**src/rtl/sifive_reset_sequencer.sv**
```systemverilog
// -----------------------------------------------------------------------------
// sifive_reset_sequencer
//
// Top-of-shell reset generator. It synchronises areset and the per-domain PLL
// lock flags, then debounces them. Once they are clean it releases the domain
// resets in index order, with STAGE_GAP cycles between releases. A lock loss
// or a software request forces the domain resets back on. The reason for the
// most recent reset is held on reset_cause.
//
// Ports:
//   clock         sequencer clock
//   areset        asynchronous active-high reset; deassertion is synchronised
//   locked        per-domain PLL lock flags (asynchronous)
//   sw_reset_req  single-cycle software reset request (synchronous)
//   reset_out     active-high domain resets; bit k is released k-th
//   all_released  high only while every domain is out of reset (RUN)
//   reset_cause   0 = areset, 1 = lock loss, 2 = software
//
// Optional build macro:
//   RESET_SEQ_REVERSE_ASSERT_EN
//     When defined, a software abort from RUN re-asserts the domains in reverse
//     order (DRAIN state), one domain every STAGE_GAP cycles. When undefined,
//     every abort asserts all domains at once.
// -----------------------------------------------------------------------------
module sifive_reset_sequencer #(
    parameter int NUM_DOMAINS   = 4,
    parameter int SYNC_STAGES   = 4,
    parameter int DEBOUNCE_BITS = 8,
    parameter int STAGE_GAP     = 16
) (
    input  logic                   clock,
    input  logic                   areset,
    input  logic [NUM_DOMAINS-1:0] locked,
    input  logic                   sw_reset_req,
    output logic [NUM_DOMAINS-1:0] reset_out,
    output logic                   all_released,
    output logic [1:0]             reset_cause
);

    localparam int IDX_W = (NUM_DOMAINS > 1) ? $clog2(NUM_DOMAINS) : 1;
    localparam int GAP_W = (STAGE_GAP > 1) ? $clog2(STAGE_GAP) : 1;

    localparam logic [IDX_W-1:0] LAST_IDX   = IDX_W'(NUM_DOMAINS - 1);
    localparam logic [GAP_W-1:0] GAP_RELOAD = GAP_W'(STAGE_GAP - 1);

    localparam logic [1:0] CAUSE_ARESET = 2'd0;
    localparam logic [1:0] CAUSE_LOCK   = 2'd1;
    localparam logic [1:0] CAUSE_SW     = 2'd2;

    typedef enum logic [1:0] {
        ST_HOLD    = 2'd0,
        ST_RELEASE = 2'd1,
        ST_RUN     = 2'd2
`ifdef RESET_SEQ_REVERSE_ASSERT_EN
        ,
        ST_DRAIN   = 2'd3
`endif
    } state_t;

    // ------------------------------------------------------------------------
    // Synchronisers
    // ------------------------------------------------------------------------
    logic [SYNC_STAGES-1:0] areset_sync_reg;
    logic                   areset_s;
    logic [NUM_DOMAINS-1:0] locked_s;

    // Async-set chain: areset asserts areset_s at once; deassertion ripples
    // through all SYNC_STAGES flops.
    always_ff @(posedge clock or posedge areset) begin
        if (areset) begin
            areset_sync_reg <= '1;
        end else begin
            areset_sync_reg <= {areset_sync_reg[SYNC_STAGES-2:0], 1'b0};
        end
    end
    assign areset_s = areset_sync_reg[SYNC_STAGES-1];

    genvar gi;
    generate
        for (gi = 0; gi < NUM_DOMAINS; gi++) begin : g_lock_sync
            logic [SYNC_STAGES-1:0] sync_reg;

            always_ff @(posedge clock or posedge areset) begin
                if (areset) begin
                    sync_reg <= '0;
                end else begin
                    sync_reg <= {sync_reg[SYNC_STAGES-2:0], locked[gi]};
                end
            end
            assign locked_s[gi] = sync_reg[SYNC_STAGES-1];
        end
    endgenerate

    // The debouncer works from a registered copy of "clean". Aborts react to
    // locked_s directly so that the lock-loss latency stays SYNC_STAGES+1.
    logic clean_reg;
    logic lock_lost;

    assign lock_lost = ~(&locked_s);

    always_ff @(posedge clock or posedge areset) begin
        if (areset) begin
            clean_reg <= 1'b0;
        end else begin
            clean_reg <= ~areset_s & (&locked_s);
        end
    end

    // ------------------------------------------------------------------------
    // Sequencer FSM
    // ------------------------------------------------------------------------
    state_t                   state_reg, state_next;
    logic [DEBOUNCE_BITS-1:0] count_reg, count_next;
    logic [GAP_W-1:0]         gap_reg, gap_next;
    logic [IDX_W-1:0]         idx_reg, idx_next;
    logic [NUM_DOMAINS-1:0]   reset_out_reg, reset_out_next;
    logic                     all_released_reg, all_released_next;
    logic [1:0]               cause_reg, cause_next;
    logic                     hard_abort;
    logic [1:0]               hard_cause;

    always_ff @(posedge clock or posedge areset) begin
        if (areset) begin
            state_reg        <= ST_HOLD;
            count_reg        <= '1;
            gap_reg          <= '0;
            idx_reg          <= '0;
            reset_out_reg    <= '1;
            all_released_reg <= 1'b0;
            cause_reg        <= CAUSE_ARESET;
        end else begin
            state_reg        <= state_next;
            count_reg        <= count_next;
            gap_reg          <= gap_next;
            idx_reg          <= idx_next;
            reset_out_reg    <= reset_out_next;
            all_released_reg <= all_released_next;
            cause_reg        <= cause_next;
        end
    end

    always_comb begin
        state_next        = state_reg;
        count_next        = count_reg;
        gap_next          = gap_reg;
        idx_next          = idx_reg;
        reset_out_next    = reset_out_reg;
        all_released_next = all_released_reg;
        cause_next        = cause_reg;
        hard_abort        = 1'b0;
        hard_cause        = CAUSE_LOCK;

        case (state_reg)
            ST_HOLD: begin
                reset_out_next    = '1;
                all_released_next = 1'b0;
                if (!clean_reg) begin
                    count_next = '1;
                end else if (count_reg != '0) begin
                    count_next = count_reg - DEBOUNCE_BITS'(1);
                end else begin
                    // Domain 0 comes out on the same edge that leaves HOLD.
                    reset_out_next[0] = 1'b0;
                    gap_next          = GAP_RELOAD;
                    idx_next          = IDX_W'(1);
                    if (NUM_DOMAINS == 1) begin
                        state_next        = ST_RUN;
                        all_released_next = 1'b1;
                    end else begin
                        state_next = ST_RELEASE;
                    end
                end
            end

            ST_RELEASE: begin
                if (lock_lost || sw_reset_req) begin
                    hard_abort = 1'b1;
                    hard_cause = lock_lost ? CAUSE_LOCK : CAUSE_SW;
                end else if (gap_reg == '0) begin
                    reset_out_next[idx_reg] = 1'b0;
                    gap_next                = GAP_RELOAD;
                    idx_next                = idx_reg + IDX_W'(1);
                    if (idx_reg == LAST_IDX) begin
                        state_next        = ST_RUN;
                        all_released_next = 1'b1;
                    end
                end else begin
                    gap_next = gap_reg - GAP_W'(1);
                end
            end

            ST_RUN: begin
                if (lock_lost) begin
                    hard_abort = 1'b1;
                    hard_cause = CAUSE_LOCK;
                end else if (sw_reset_req) begin
`ifdef RESET_SEQ_REVERSE_ASSERT_EN
                    if (NUM_DOMAINS > 1) begin
                        // Highest domain goes back into reset first.
                        state_next                  = ST_DRAIN;
                        reset_out_next[NUM_DOMAINS-1] = 1'b1;
                        all_released_next           = 1'b0;
                        cause_next                  = CAUSE_SW;
                        gap_next                    = GAP_RELOAD;
                        idx_next                    = IDX_W'(NUM_DOMAINS - 2);
                    end else begin
                        hard_abort = 1'b1;
                        hard_cause = CAUSE_SW;
                    end
`else
                    hard_abort = 1'b1;
                    hard_cause = CAUSE_SW;
`endif
                end
            end

`ifdef RESET_SEQ_REVERSE_ASSERT_EN
            ST_DRAIN: begin
                // Software requests are ignored while draining.
                if (lock_lost) begin
                    hard_abort = 1'b1;
                    hard_cause = CAUSE_LOCK;
                end else if (gap_reg == '0) begin
                    reset_out_next[idx_reg] = 1'b1;
                    gap_next                = GAP_RELOAD;
                    if (idx_reg == '0) begin
                        state_next = ST_HOLD;
                        count_next = '1;
                    end else begin
                        idx_next = idx_reg - IDX_W'(1);
                    end
                end else begin
                    gap_next = gap_reg - GAP_W'(1);
                end
            end
`endif

            default: begin
                state_next = ST_HOLD;
            end
        endcase

        if (hard_abort) begin
            state_next        = ST_HOLD;
            count_next        = '1;
            reset_out_next    = '1;
            all_released_next = 1'b0;
            cause_next        = hard_cause;
        end
    end

    assign reset_out    = reset_out_reg;
    assign all_released = all_released_reg;
    assign reset_cause  = cause_reg;

endmodule

```
**config.mk**
```make
export PLATFORM = sky130hd
export DESIGN_NAME = sifive_reset_sequencer
export DESIGN_NICKNAME = d
export VERILOG_FILES = /design/src/rtl/sifive_reset_sequencer.sv
export SDC_FILE = /design/constraint.sdc
export NUM_CORES = 1
export LEC_CHECK = 0
export ABC_AREA = 1
export CAP_MARGIN = 40
export CORE_ASPECT_RATIO = 0.5
export CORE_MARGIN = 4
export CORE_UTILIZATION = 55
export DETAILED_ROUTE_END_ITERATION = 7
export GPL_TIMING_DRIVEN = 0
export PLACE_DENSITY = 0.85
export SYNTH_ARGS = -nofsm -noshare
export SYNTH_HDL_FRONTEND = slang
export SYNTH_SLANG_ARGS = --single-unit
```
**constraint.sdc**
```tcl
create_clock -name clock -period 2 [get_ports clock]
set_input_delay 0.2 -clock clock [delete_from_list [all_inputs] [get_ports clock]]
set_output_delay 0.2 -clock clock [all_outputs]
set_load 0.02 [all_outputs]
```
* After elaboration in Yosys (flattened, before gate mapping)
Index checks and enable logic that the tools add are counted.
** Word-level totals
- Bits in registers :: 44
- Input port bits :: 7
- Output and inout port bits :: 7
- Logic and storage cells :: 93
** Operators by class
- $add $sub $neg :: 3
- Order comparisons :: 2
- Equality and inequality tests :: 14
- Multiplexer cells :: 41
- Bitwise operators :: 5
- Reductions and logical operators :: 15
** Operator list (count)
- $mux W8 :: 4
- $mux W4 :: 7
- $mux W2 :: 12
- $pmux W4 S2 :: 2
- $ne A3 B3 Y1 const B :: 5
- $reduce_and A4 Y1 :: 3
- $mux W1 :: 10
- $ne A2 B2 Y1 const B :: 5
- $pmux W2 S2 :: 2
- $reduce_bool A8 Y1 :: 1
- $sub A8 B1 Y8 const B :: 1
- $pmux W2 S3 :: 1
- $reduce_and A6 Y1 :: 1
- $reduce_and A5 Y1 :: 1
- $and A4 B4 Y4 :: 1
- $eq A2 B2 Y1 const B :: 2
- $logic_not A4 Y1 :: 1
- $not A4 Y4 :: 1
- $pmux W1 S2 :: 2
- $reduce_bool A2 Y1 :: 2
- $sub A4 B1 Y4 const B :: 1
- $lt A2 B3 Y1 const B :: 1
- $ne A3 B1 Y1 const B :: 1
- $reduce_and A3 Y1 :: 1
- 11 further kinds :: 12

* Longest topological paths before layout
- Depth in word-level cells :: 10
- Depth in mapped cells :: 12

* Least setup slack after synthesis
Ideal clock, no wire load.
- Path type :: flip-flop to flip-flop
- Start :: register state_reg[1]
- End :: register all_released_reg (netlist: all_released)
- Setup time :: 117 ps
- Data arrival time :: 1405 ps
- Data required time :: 1883 ps
- Slack :: 478 ps
- Cell stages (with the launch flop) :: 11
- Path buffers :: 1
- Path through :: dfrtp_1 -> inv_1 -> ha_1 -> nor2_1 -> nor2_2 -> nand2_2 -> buf_6 -> o211ai_4 -> nand2_1 -> nand2_1 -> nand2_1
** On the way
- Longest elaborated chain between the ends :: 4
- Elaborated cells between the ends (all ways) :: 11
- Those cells by class :: eq/ne: 5; mux: 3; reduce/logical: 3
** RTL lines
- from (decl) :: RTL line 112 : state_t state_reg, state_next;
- from (signal assigned) :: RTL line 132 : state_reg <= state_next;
- $eq A2 B2 Y1 or $eq A2 B1 Y1 (tied branches) :: RTL line 153 : case (state_reg)
- $pmux W1 S2 :: RTL line 153
- $ne A3 B3 Y1 (no source line) or $reduce_bool A3 Y1 (tied branches)
- $reduce_and A4 Y1 (no source line)
- to (signal assigned) :: RTL line 137 : all_released_reg <= all_released_next;
- to (decl) :: RTL line 117 : logic all_released_reg, all_released_next;
Several ways; a longest one is shown, not always the timed one.
A chain may end at the register's enable or synchronous reset.

* Final worst setup path
- Start :: register state_reg[1]
- End :: register count_reg[5]
** On the way
- Longest elaborated chain between the ends :: 4
- Elaborated cells between the ends (all ways) :: 8
- Those cells by class :: eq/ne: 3; mux: 2; reduce/logical: 3
** RTL lines
- $eq A2 B2 Y1 or $eq A2 B1 Y1 (tied branches) :: RTL line 153
- $pmux W1 S2 :: RTL line 153
- $ne A3 B1 Y1 (no source line) or $reduce_bool A2 Y1 (tied branches)
- $reduce_and A2 Y1 (no source line)
- to (signal assigned) :: RTL line 133 : count_reg <= count_next;
- to (decl) :: RTL line 113 : logic [DEBOUNCE_BITS-1:0] count_reg, count_next;
Several ways; a longest one is shown, not always the timed one.

==> reports/results.tsv <==
stage	metric	value	unit
sta	max frequency	0.5687	GHz
power_and_ir_drop	maximum vdd ir drop	0.4928	mV
worst_setup_path	critical path endpoint category	flop	
finish	max FFs per register	16	
floorplan	I/O pin total	14	
worst_setup_path	worst-path cell chain	inv_1, ha_1, nor2_1, nor2_2, nand2_2, buf_6, inv_2, nor2_2, o21ai_0, nand2_1	
clocking	Sink Count	44	
route	Routed WL	3416	um
clocking	clock tree buffer depth	2	
sta	endpoints failing setup	0	
synth	syn_area_per_cell	9.320	um^2
route	TritonRoute pass-1 iters	4	
worst_setup_path	Worst setup SP type	flop	
sta	setup ws final	241.5	ps
sta	Setup TNS	0	ps
placement	pre-CTS setup slack	277.8	ps
synth	Synth Warn #	0	
clocking	Worst-path clk slew	90	ps
worst_setup_path	R2R Setup Slk	240	ps
worst_setup_path	critical path's largest stage delay	380	ps
synth	Mapped Cells	214	
floorplan	# rows	15	
global_routing	GRT overflow	0	
worst_setup_path	Worst Path Arrival	2000	ps
clocking	Root Driver	clkbuf_8	
synth	post-synth top area cell	dfrtp_1	
synth	Seq cells post-synth	44	
power_and_ir_drop	Lkg Pwr	1.161	nW
synth	syn_nets	231	
floorplan	Die Y-Extent	50.58	um
route	Vias	1456	
run_status	status	complete, no violations	
power_and_ir_drop	power density over the cells	717.3	nW/um^2
synth	post-synth top area share	35.13	%
finish	antenna cell count	0	
route	DR vias/cell	5.073	
floorplan	CORE AREA	3453	um^2
worst_setup_path	Top cell by count, worst path	nor2_2	
clocking	Post-CTS Setup Inserts	0	
floorplan	Die Footprint	4712	um^2
worst_setup_path	Critical Path RT	2240	ps
synth	top cells by area, synth	dfrtp_1 (35%), dfstp_2 (21%), nand2_1 (9.6%), ha_1 (6.3%), inv_1 (5.8%)	
clocking	Clock Latency Late Sink	290	ps
finish	most common cell after layout, fill and taps aside	nand2_1	
placement	Placer Congestion	0.8352	
sta	Final period util	87.92	%
route	Antenna Violating Nets Remaining	0	
finish	area grow syn2layout	16.31	%
sta	Final Max Tran Viols	0	
synth	cell area after synthesis	1994	um^2
finish	post-route cell area	2320	um^2
sta	fin crit period	1758	ps
power_and_ir_drop	total power	1.664	mW
finish	most frequent cells in the layout	nand2_1 (51), inv_1 (30), dfrtp_1 (28)	
route	DR iter-0 viols	55	
worst_setup_path	WS Path Type	flop to flop	
placement	post-DP HPWL	2494	um
clocking	number of CTS-inserted buffers	5	
route	Avg WL per Cell	11.90	um
sta	clk_skew	6.085	ps
floorplan	Die X	93.16	um
global_routing	first-pass GRT wire length	6065	um
floorplan	Initial Util	57.75	%
synth	Distinct cells, synth	27	
worst_setup_path	CP max-delay cell	dfrtp_1	
synth	sequential fraction of the synthesis area	56.21	%
clocking	cts hold-fix bufs	0	
sta	RSZ-0062 raised after global routing	no	
global_routing	initial antenna violation count	0	
global_routing	vias in the first global route	1372	
clocking	H-Tree Depth	2	
hold_path	Hold Crit Class	input pin to async pin	
clocking	post-cts sizing count	0	
global_routing	global-route usage over all layers	16.82	%
sta	worst hold margin	166.1	ps
finish	fin nets	252	
job	max-cap viol count	0	
worst_setup_path	Worst Path Max Fanout	10	
placement	IO Port Bufs	13	
clocking	CTS tree	built	
sta	final hold violations	0	
global_routing	largest net degree at the start of global routing	32	
finish	layout cell share with drive strength beyond 1	16.10	%
route	# DRC	0	
placement	Area after DPL	2208	um^2
## metrics by stage
| stage | utilization [%] | cells |
|---|---|---|
| 3_5_place_dp | 63.95 | 279 |
| 6_report | 67.17 | 287 |
| 2_1_floorplan | - | 214 |
| 3_3_place_gp | 63.37 | 278 |
| 4_1_cts | 67.17 | 287 |
| 5_1_grt | 67.17 | 287 |
## final timing paths
check | start | end | cells past startpoint
max | state_reg[1] | count_reg[5] | 10
min | areset | idx_reg[0] | 2
max reg2reg | state_reg[1] | count_reg[5] | 10
min reg2reg | g_lock_sync[2].sync_reg[0] | g_lock_sync[2].sync_reg[1] | 0
max in group asynchronous | areset | areset_sync_reg[3] | 3
min in group clock | locked[2] | g_lock_sync[2].sync_reg[0] | 1
## layout make-up
class,instances,area (um^2)
fill,267,1134
multi-input combinational,136,738.2
clock buffer,5,68.82
tap,51,63.81
timing repair buffer,14,150.1
inverter,32,120.1
sequential,44,1121
clock inverter,3,42.54
buffer,2,15.01
## worst max-delay path: cells and delay by family, from the launching register on
kind | cells | cell delay [ps]
AOI/OAI and AO/OA | 1 | 130
adders and majority gates | 1 | 260
buffers and inverters | 3 | 270
DFF | 1 | 380
and+or+nand+nor | 5 | 660
## cells by family (layout without fill, tap and decap cells)
group,count (synthesis),in the layout,synth area share (%)
XOR/XNOR,2,2,0.8785
adder cells (fa/ha/maj),10,10,6.274
other,1,1,0.1880
AO/OA/AOI/OAI,33,33,10.10
AND/OR/NAND/NOR,90,90,19.57
flip-flops,44,44,56.21
buffers and inverters,34,56,6.775
## report_power, final
part,leakage [nW],internal [mW],switching [mW],total (mW)
combinational,0.609,0.0222,0.0346,0.0568
sequential,0.496,0.924,0.00877,0.933
clock,0.0558,0.370,0.304,0.674
## metal layers
layer  GRT usage [%]  vias to the layer above  routed length (um)
met1           21.33                      699                1626
met4           6.083                        0                  45
met3           5.389                        7                 182
li1                -                      717                   -
met5               0                        -                   0
met2           27.29                       33                1562
## synthesized netlist by cell type, drive strengths merged
master and instances:
nand3 12, nor2 17, buf 1, o211ai 5
dfstp 16, o21ai 23, inv 32, dfrtp 28
nand4 2, nand2 57, clkbuf 1, nor3 1
a21oi 2, conb 1, xor2 2, o21bai 1
ha 10, a22oi 1, nand3b 1, a31oi 1
No activity file was read; power rests on OpenSTA's default activity.
